[src/rtl/porta_pkg.sv]
// Shared door definitions: state encoding and active-low 7-segment status letters.
// The door controller uses the same package.
package porta_pkg;

  typedef enum logic [2:0] {
    FECHADA  = 3'd0,
    ABRINDO  = 3'd1,
    ABERTA   = 3'd2,
    FECHANDO = 3'd3,
    PARADA   = 3'd4
  } estado_t;

  // Segment order {g,f,e,d,c,b,a}; a 0 lights the segment
  localparam logic [6:0] HEX_F = 7'b0001110;
  localparam logic [6:0] HEX_A = 7'b0001000;
  localparam logic [6:0] HEX_O = 7'b1000000;
  localparam logic [6:0] HEX_C = 7'b1000110;
  localparam logic [6:0] HEX_P = 7'b0001100;

  function automatic logic [6:0] hex_letter(input estado_t e);
    logic [6:0] h;
    case (e)
      FECHADA:  h = HEX_F;
      ABRINDO:  h = HEX_A;
      ABERTA:   h = HEX_O;
      FECHANDO: h = HEX_C;
      PARADA:   h = HEX_P;
      default:  h = HEX_F;
    endcase
    return h;
  endfunction

endpackage

[src/rtl/porta_prescaler.sv]
// Movement prescaler: free-running 0..DIV-1 counter, tick marks the last count.
// With DIV=1 the counter stays at zero and tick is high every cycle.
module porta_prescaler #(
  parameter int DIV = 1
) (
  input  logic clock,
  input  logic reset,
  output logic tick
);

  localparam int CW = (DIV > 1) ? $clog2(DIV) : 1;
  localparam logic [CW-1:0] LAST = CW'(DIV - 1);

  logic [CW-1:0] cnt_r;

  assign tick = (cnt_r == LAST);

  // count cycles, wrapping after the tick cycle
  always_ff @(posedge clock) begin
    if (reset) begin
      cnt_r <= '0;
    end else if (tick) begin
      cnt_r <= '0;
    end else begin
      cnt_r <= cnt_r + 1'b1;
    end
  end

endmodule

[src/rtl/porta_motor.sv]
// Motorised door model: open/close/stop FSM moving a saturating position counter,
// with auto-close hold timer, obstacle reversal, limit sensors, LEDs and status letter.
module porta_motor
  import porta_pkg::*;
#(
  parameter  int CURSO        = 8,
  parameter  int DIV          = 1,
  parameter  int TEMPO_ABERTA = 16,
  localparam int PW           = $clog2(CURSO + 1)
) (
  input  logic          clock,
  input  logic          reset,
  input  logic          abrir,
  input  logic          fechar,
  input  logic          parar,
  input  logic          obstaculo,
  output logic          sensor_aberta,
  output logic          sensor_fechada,
  output logic [PW-1:0] posicao,
  output logic          ledVerde,
  output logic          ledVermelho,
  output logic [6:0]    HEX
);

  localparam int HW = (TEMPO_ABERTA > 1) ? $clog2(TEMPO_ABERTA) : 1;
  localparam logic [PW-1:0] CURSO_P   = PW'(CURSO);
  localparam logic [HW-1:0] HOLD_LAST = HW'((TEMPO_ABERTA > 0) ? TEMPO_ABERTA - 1 : 0);

  estado_t       estado_r, estado_s;
  logic [PW-1:0] pos_r, pos_s, pos_inc_s, pos_dec_s;
  logic [HW-1:0] hold_r, hold_s;
  logic          tick_s;
  logic          sensor_aberta_r, sensor_fechada_r, led_verde_r, led_vermelho_r;
  logic [6:0]    hex_r;

  porta_prescaler #(.DIV(DIV)) u_prescaler (
    .clock (clock),
    .reset (reset),
    .tick  (tick_s)
  );

  assign pos_inc_s = (pos_r == CURSO_P) ? pos_r : pos_r + 1'b1;
  assign pos_dec_s = (pos_r == {PW{1'b0}}) ? pos_r : pos_r - 1'b1;

  // next state; a command-driven transition never moves the door in the same cycle
  always_comb begin
    estado_s = estado_r;
    pos_s    = pos_r;
    hold_s   = hold_r;
    case (estado_r)
      FECHADA: begin
        if (abrir && !parar) estado_s = ABRINDO;
        else                 estado_s = FECHADA;
      end
      ABRINDO: begin
        if (parar)       estado_s = PARADA;
        else if (fechar) estado_s = FECHANDO;
        else if (tick_s) begin
          pos_s = pos_inc_s;
          if (pos_inc_s == CURSO_P) begin
            estado_s = ABERTA;
            hold_s   = '0;
          end else begin
            estado_s = ABRINDO;
          end
        end else begin
          estado_s = ABRINDO;
        end
      end
      ABERTA: begin
        if (parar)       estado_s = PARADA;
        else if (fechar) estado_s = FECHANDO;
        else if (abrir)  hold_s   = '0;
        else if (tick_s && (TEMPO_ABERTA > 0)) begin
          // a zero hold time disables auto-close, so the timer simply idles
          if (hold_r == HOLD_LAST) estado_s = FECHANDO;
          else                     hold_s   = hold_r + 1'b1;
        end else begin
          hold_s = hold_r;
        end
      end
      FECHANDO: begin
        if (parar)                 estado_s = PARADA;
        else if (obstaculo)        estado_s = ABRINDO;
        else if (abrir && !fechar) estado_s = ABRINDO;
        else if (tick_s) begin
          pos_s = pos_dec_s;
          if (pos_dec_s == {PW{1'b0}}) estado_s = FECHADA;
          else                         estado_s = FECHANDO;
        end else begin
          estado_s = FECHANDO;
        end
      end
      PARADA: begin
        if (parar)       estado_s = PARADA;
        else if (fechar) estado_s = FECHANDO;
        else if (abrir)  estado_s = ABRINDO;
        else             estado_s = PARADA;
      end
      default: begin
        estado_s = FECHADA;
        pos_s    = '0;
        hold_s   = '0;
      end
    endcase
  end

  // state registers plus outputs decoded one cycle early from the next state
  always_ff @(posedge clock) begin
    if (reset) begin
      estado_r         <= FECHADA;
      pos_r            <= '0;
      hold_r           <= '0;
      sensor_aberta_r  <= 1'b0;
      sensor_fechada_r <= 1'b1;
      led_verde_r      <= 1'b0;
      led_vermelho_r   <= 1'b1;
      hex_r            <= HEX_F;
    end else begin
      estado_r         <= estado_s;
      pos_r            <= pos_s;
      hold_r           <= hold_s;
      sensor_aberta_r  <= (pos_s == CURSO_P);
      sensor_fechada_r <= (pos_s == {PW{1'b0}});
      led_verde_r      <= (estado_s == ABERTA);
      led_vermelho_r   <= (estado_s == FECHADA) || (estado_s == PARADA);
      hex_r            <= hex_letter(estado_s);
    end
  end

  assign posicao        = pos_r;
  assign sensor_aberta  = sensor_aberta_r;
  assign sensor_fechada = sensor_fechada_r;
  assign ledVerde       = led_verde_r;
  assign ledVermelho    = led_vermelho_r;
  assign HEX            = hex_r;

endmodule

[config.mk]
export PLATFORM = sky130hd
export DESIGN_NAME = porta_motor
export DESIGN_NICKNAME = d
export VERILOG_FILES = /design/src/rtl/porta_pkg.sv /design/src/rtl/porta_prescaler.sv /design/src/rtl/porta_motor.sv
export SDC_FILE = /design/constraint.sdc
export NUM_CORES = 1
export LEC_CHECK = 0
export BUFFER_PORTS_ARGS = -buffer_cell sky130_fd_sc_hd__buf_2
export CAP_MARGIN = 15
export CELL_PAD_IN_SITES_DETAIL_PLACEMENT = 0
export CELL_PAD_IN_SITES_GLOBAL_PLACEMENT = 1
export CORE_ASPECT_RATIO = 1.2
export CORE_MARGIN = 4
export CORE_UTILIZATION = 39
export CTS_BUF_LIST = sky130_fd_sc_hd__clkbuf_4
export CTS_CLUSTER_DIAMETER = 60
export CTS_CLUSTER_SIZE = 40
export DETAILED_ROUTE_END_ITERATION = 12
export PLACE_DENSITY_LB_ADDON = 0.15
export SYNTH_ARGS = -nofsm -noshare
export SYNTH_HDL_FRONTEND = slang
export SYNTH_SLANG_ARGS = --single-unit
[constraint.sdc]
create_clock -name clock -period 1.94 [get_ports clock]
set_input_delay 0.388 -clock clock [delete_from_list [all_inputs] [get_ports clock]]
set_output_delay 0.388 -clock clock [all_outputs]
set_load 0.005 [all_outputs]
==> results.txt <==
----------------------------------------------------
[Outcome]
  Run status ... complete, but fails checks
  Violated checks ... setup timing

[Hold path]
  Hold crit path type ... input pin to register

[STA]
  Worst Setup Slack, final ... -36.17 ps
  Fmax ... approximately 510 MHz
  Final Hold Slack ... 413.1 ps
  Final count of pins violating max slew ... 0
  Setup repair after global routing missed its margin ... yes
  Final setup violation count ... 2
  Post-layout minimum cycle time ... 1976 ps
  Period Utilization, post-route ... 1.019
  Final count of hold timing violations ... 0
  Clock skew ... 9.168 ps

[Final layout]
  Share of post-route cells with drive strength above 1 ... 0.4692
  Ant. Diodes ... 0
  Area added between synthesis and finish ... 42.95%
  Layout Cells excl Fill ... 248
  Final nets ... 221
  Final cell area excluding filler cells ... approximately 0.0020 mm^2
  Total area of sequential cells ... 410.4 um^2
  Area of the multi-input gates ... 0.001059 mm^2
  Fillcell total ... 314

[Clock network]
  Clock buffer depth ... 2
  CTS tree ... yes
  H-Tree Level Count ... 1
  Clock slew at reported path FFs ... 110 ps
  Clock buffers created by TritonCTS ... 3
  Hold_buf cts ... 0
  Worst-skew pair later-pin latency ... 300 ps
  Buffer cell driving the clock tree root ... sky130_fd_sc_hd__clkbuf_4
  CTS sink count ... 20

[Placement]
  DP Area ... 0.001702 mm^2
  Post-Place Worst Slack ... -143.6 ps
  Number of input and output port buffers inserted ... 17
  Final weighted congestion in routability-driven placement ... 0.9185
  Inst Count DP ... 239
  HPWL after detailed placement ... 3036 um

[Critical path]
  Worst endpoint required time ... 2170 ps
  Data arrival, critical path ... ~2200 ps
  Register-to-register path setup slack ... -40 ps
  Cells traversed along the worst timing path ... inv_2, ha_4, or4b_4, o31ai_4, a311oi_2, a211o_1, o32ai_2
  CP delay by family, top ... compound AO/OA/AOI/OAI gates
  Worst-path fanout max ... 7
  Critical Setup Path Class ... register to register
  Startpoint types ... register
  Worst path slowest cell ... sky130_fd_sc_hd__or4b_4
  Crit-path max cell delay ... 480 ps
  Buffers plus inverters on the worst setup path ... 1
  Element type at the critical path end ... register

[Run]
  Maximum Capacitance Violations ... 0

[Floorplanning]
  Effective utilization at floorplan ... 0.4058
  Die Area ... between 0.004 and 0.005 mm^2
  Number of rows in the core area ... 23
  Height of the die ... 72.84 um
  Width of the chip ... 62.03 um
  Io pins ... 21
  Core Region ... 0.003367 mm^2

[Route]
  Residual antenna-violating net count after detailed routing ... 0
  Number of DRC violations after detailed routing ... 0
  Avg Vias per Cell ... 5.786
  Total number of vias ... around 1400
  DRT Wirelength ... 4031 um
  Violation count after the first detailed-route iteration ... 58
  Pre-antenna DRT Iters ... 4
  Routed WL per cell ... 16.25 um

[Global route]
  Most used routing layer ... met2
  Via count of the first global-routing pass ... 1391
  Global-route wire length before repair ... about 6500 um
  Remaining global-route overflow ... 0
  Met1 capacity usage during global routing ... 0.2078
  Maximum number of pins on one net before global-route repair ... 15
  Antenna violations before repair ... 0
  M3 GR Usage ... 0.04248
  Tot GR Track Use ... 0.1879
  Met2 Resource Use GR ... 0.3479

[Synth]
  Seq/Total Area, Yosys ... 0.2930
  Largest area contributor in the synthesized netlist ... sky130_fd_sc_hd__dfxtp_1
  Average footprint of a synthesized cell ... 8.539 um^2
  Fraction of synthesis flops using an asynchronous set or reset pin ... 0
  Number of flip-flops and latches in the synthesized netlist ... 20
  Number of library cell types mapped by synthesis ... 59
  Synthesis Warnings ... 0
  Prevailing post-synth register cell ... sky130_fd_sc_hd__dfxtp_1
  Number of enable-type register cells in the synthesized netlist ... 0
  Total standard cell area after synthesis ... 0.001366 mm^2
  Dominant cells by area after synthesis ... sky130_fd_sc_hd__dfxtp_1, sky130_fd_sc_hd__nor2b_1, sky130_fd_sc_hd__o31ai_1
  Post-synthesis instance total ... 160
  Yosys top cell area share ... 0.2930

[Power and ir drop]
  Cell leakage power ... 0.7925 nW
  P per Cell Area ... approximately 410 mW/mm^2
  VDD IR-drop max ... 0.3561 mV
  Power consumption ... roughly 0.81 mW

----------------------------------------------------
-- through the flow --
step	util	TNS [ps]
after floorplan	-	-10.95
after global placement	0.5054	-262.5
after detailed placement	0.5054	-444.8
after CTS	0.5366	-37.27
after global routing	0.5801	-505.0
final	0.5801	-46.93
-- path summary, 6_finish.rpt --
check,from,end,cells after the start
setup / recovery,posicao[1],HEX[1],7
hold / removal,reset,estado_r[0],2
setup reg to reg,posicao[1],HEX[1],7
hold reg to reg,hold_r[3],hold_r[3],2
-- cells in the final DEF (no fill, tap or decap), types with 2 or more instances in the layout --
cell	instances
sky130_fd_sc_hd__buf_4	35
sky130_fd_sc_hd__buf_2	17
sky130_fd_sc_hd__dfxtp_1	14
sky130_fd_sc_hd__nor2_1	9
sky130_fd_sc_hd__nor2b_1	7
sky130_fd_sc_hd__a21oi_1	7
sky130_fd_sc_hd__inv_1	6
sky130_fd_sc_hd__nand2_1	6
sky130_fd_sc_hd__and2_1	5
sky130_fd_sc_hd__o21ai_0	5
sky130_fd_sc_hd__dfxtp_2	5
sky130_fd_sc_hd__o31ai_1	4
sky130_fd_sc_hd__conb_1	4
sky130_fd_sc_hd__nand2b_1	3
sky130_fd_sc_hd__o211ai_1	3
sky130_fd_sc_hd__nor3_1	3
sky130_fd_sc_hd__nand4_1	3
sky130_fd_sc_hd__nand3_1	3
sky130_fd_sc_hd__clkbuf_4	3
sky130_fd_sc_hd__buf_6	3
sky130_fd_sc_hd__inv_2	2
sky130_fd_sc_hd__nor3b_1	2
sky130_fd_sc_hd__a221oi_1	2
sky130_fd_sc_hd__o32ai_2	2
sky130_fd_sc_hd__o31ai_4	2
sky130_fd_sc_hd__o21ba_2	2
sky130_fd_sc_hd__or3_1	2
sky130_fd_sc_hd__a311oi_2	2
sky130_fd_sc_hd__and3_1	2
sky130_fd_sc_hd__ha_4	2
-- metal layers --
layer | vias up | share of wire
met3 | 8 | 0.036
met1 | 687 | 0.38
met2 | 33 | 0.57
li1 | 707 | -
met4 | 0 | 0.013
met5 | - | 0
-- synth_stat cells (3+ instances only) --
master                     count
sky130_fd_sc_hd__nor2_1        9
sky130_fd_sc_hd__nand4_1       3
sky130_fd_sc_hd__ha_1          3
sky130_fd_sc_hd__buf_4         4
sky130_fd_sc_hd__o31ai_1       6
sky130_fd_sc_hd__nand2b_1      3
sky130_fd_sc_hd__and2_1        7
sky130_fd_sc_hd__nand2_1       6
sky130_fd_sc_hd__nand3_1       3
sky130_fd_sc_hd__nor3_1        4
sky130_fd_sc_hd__nor4_1        3
sky130_fd_sc_hd__buf_2         4
sky130_fd_sc_hd__nor3b_1       3
sky130_fd_sc_hd__or3_1         3
sky130_fd_sc_hd__a21oi_1       8
sky130_fd_sc_hd__nor2b_1       8
sky130_fd_sc_hd__dfxtp_1      20
sky130_fd_sc_hd__o211ai_1      3
sky130_fd_sc_hd__o21ai_0       5
sky130_fd_sc_hd__inv_1         8
-- kinds of logic after synthesis --
family,share of synthesized area
fa+ha+maj,0.02748
other cells,0.002745
xor+xnor,0.006411
simple gates,0.3040
flops,0.2930
buf+inv,0.07784
mux,0.02289
compound gates,0.2656
-- power by group --
group	total [mW]	internal, mW	leakage, nW	switching, mW
registers	0.436	0.424	0.166	0.0130
clock network	0.201	0.0751	0.0154	0.126
logic	0.170	0.0826	0.612	0.0878
total	0.808	0.581	0.792	0.226
-- worst register-to-register path, cell delays in order, from the launching register on --
cell and delay (ps):
sky130_fd_sc_hd__dfxtp_2 340, sky130_fd_sc_hd__inv_2 70, sky130_fd_sc_hd__ha_4 180, sky130_fd_sc_hd__or4b_4 480, sky130_fd_sc_hd__o31ai_4 90, sky130_fd_sc_hd__a311oi_2 180
sky130_fd_sc_hd__a211o_1 330, sky130_fd_sc_hd__o32ai_2 250
-- state kept, by name (all words and copies together) (netlist names) --
signal,flops
hold_r,4
HEX,4
sensor_fechada,1
u_prescaler.cnt_r,1
sensor_aberta,1
posicao,4
ledVermelho,1
ledVerde,1
estado_r,3
-- cell type report --
| cell class | count | share of cell area |
|---|---|---|
| clock buffer | 3 | 0.01153 |
| clock inverter | 1 | 0.001922 |
| inverter | 8 | 0.01537 |
| multi-input combinational | 124 | 0.5420 |
| sequential | 20 | 0.2101 |
| tap | 37 | 0.02370 |
| timing repair buffer | 55 | 0.1954 |
-- what timing repair did --
action,in CTS,in global routing
pin swaps,6,9
resized for setup,14,25
endpoints found under the setup margin,10,11
cloned,0,0
buffers inserted,3,2
Power figures use the tool's default switching activity.
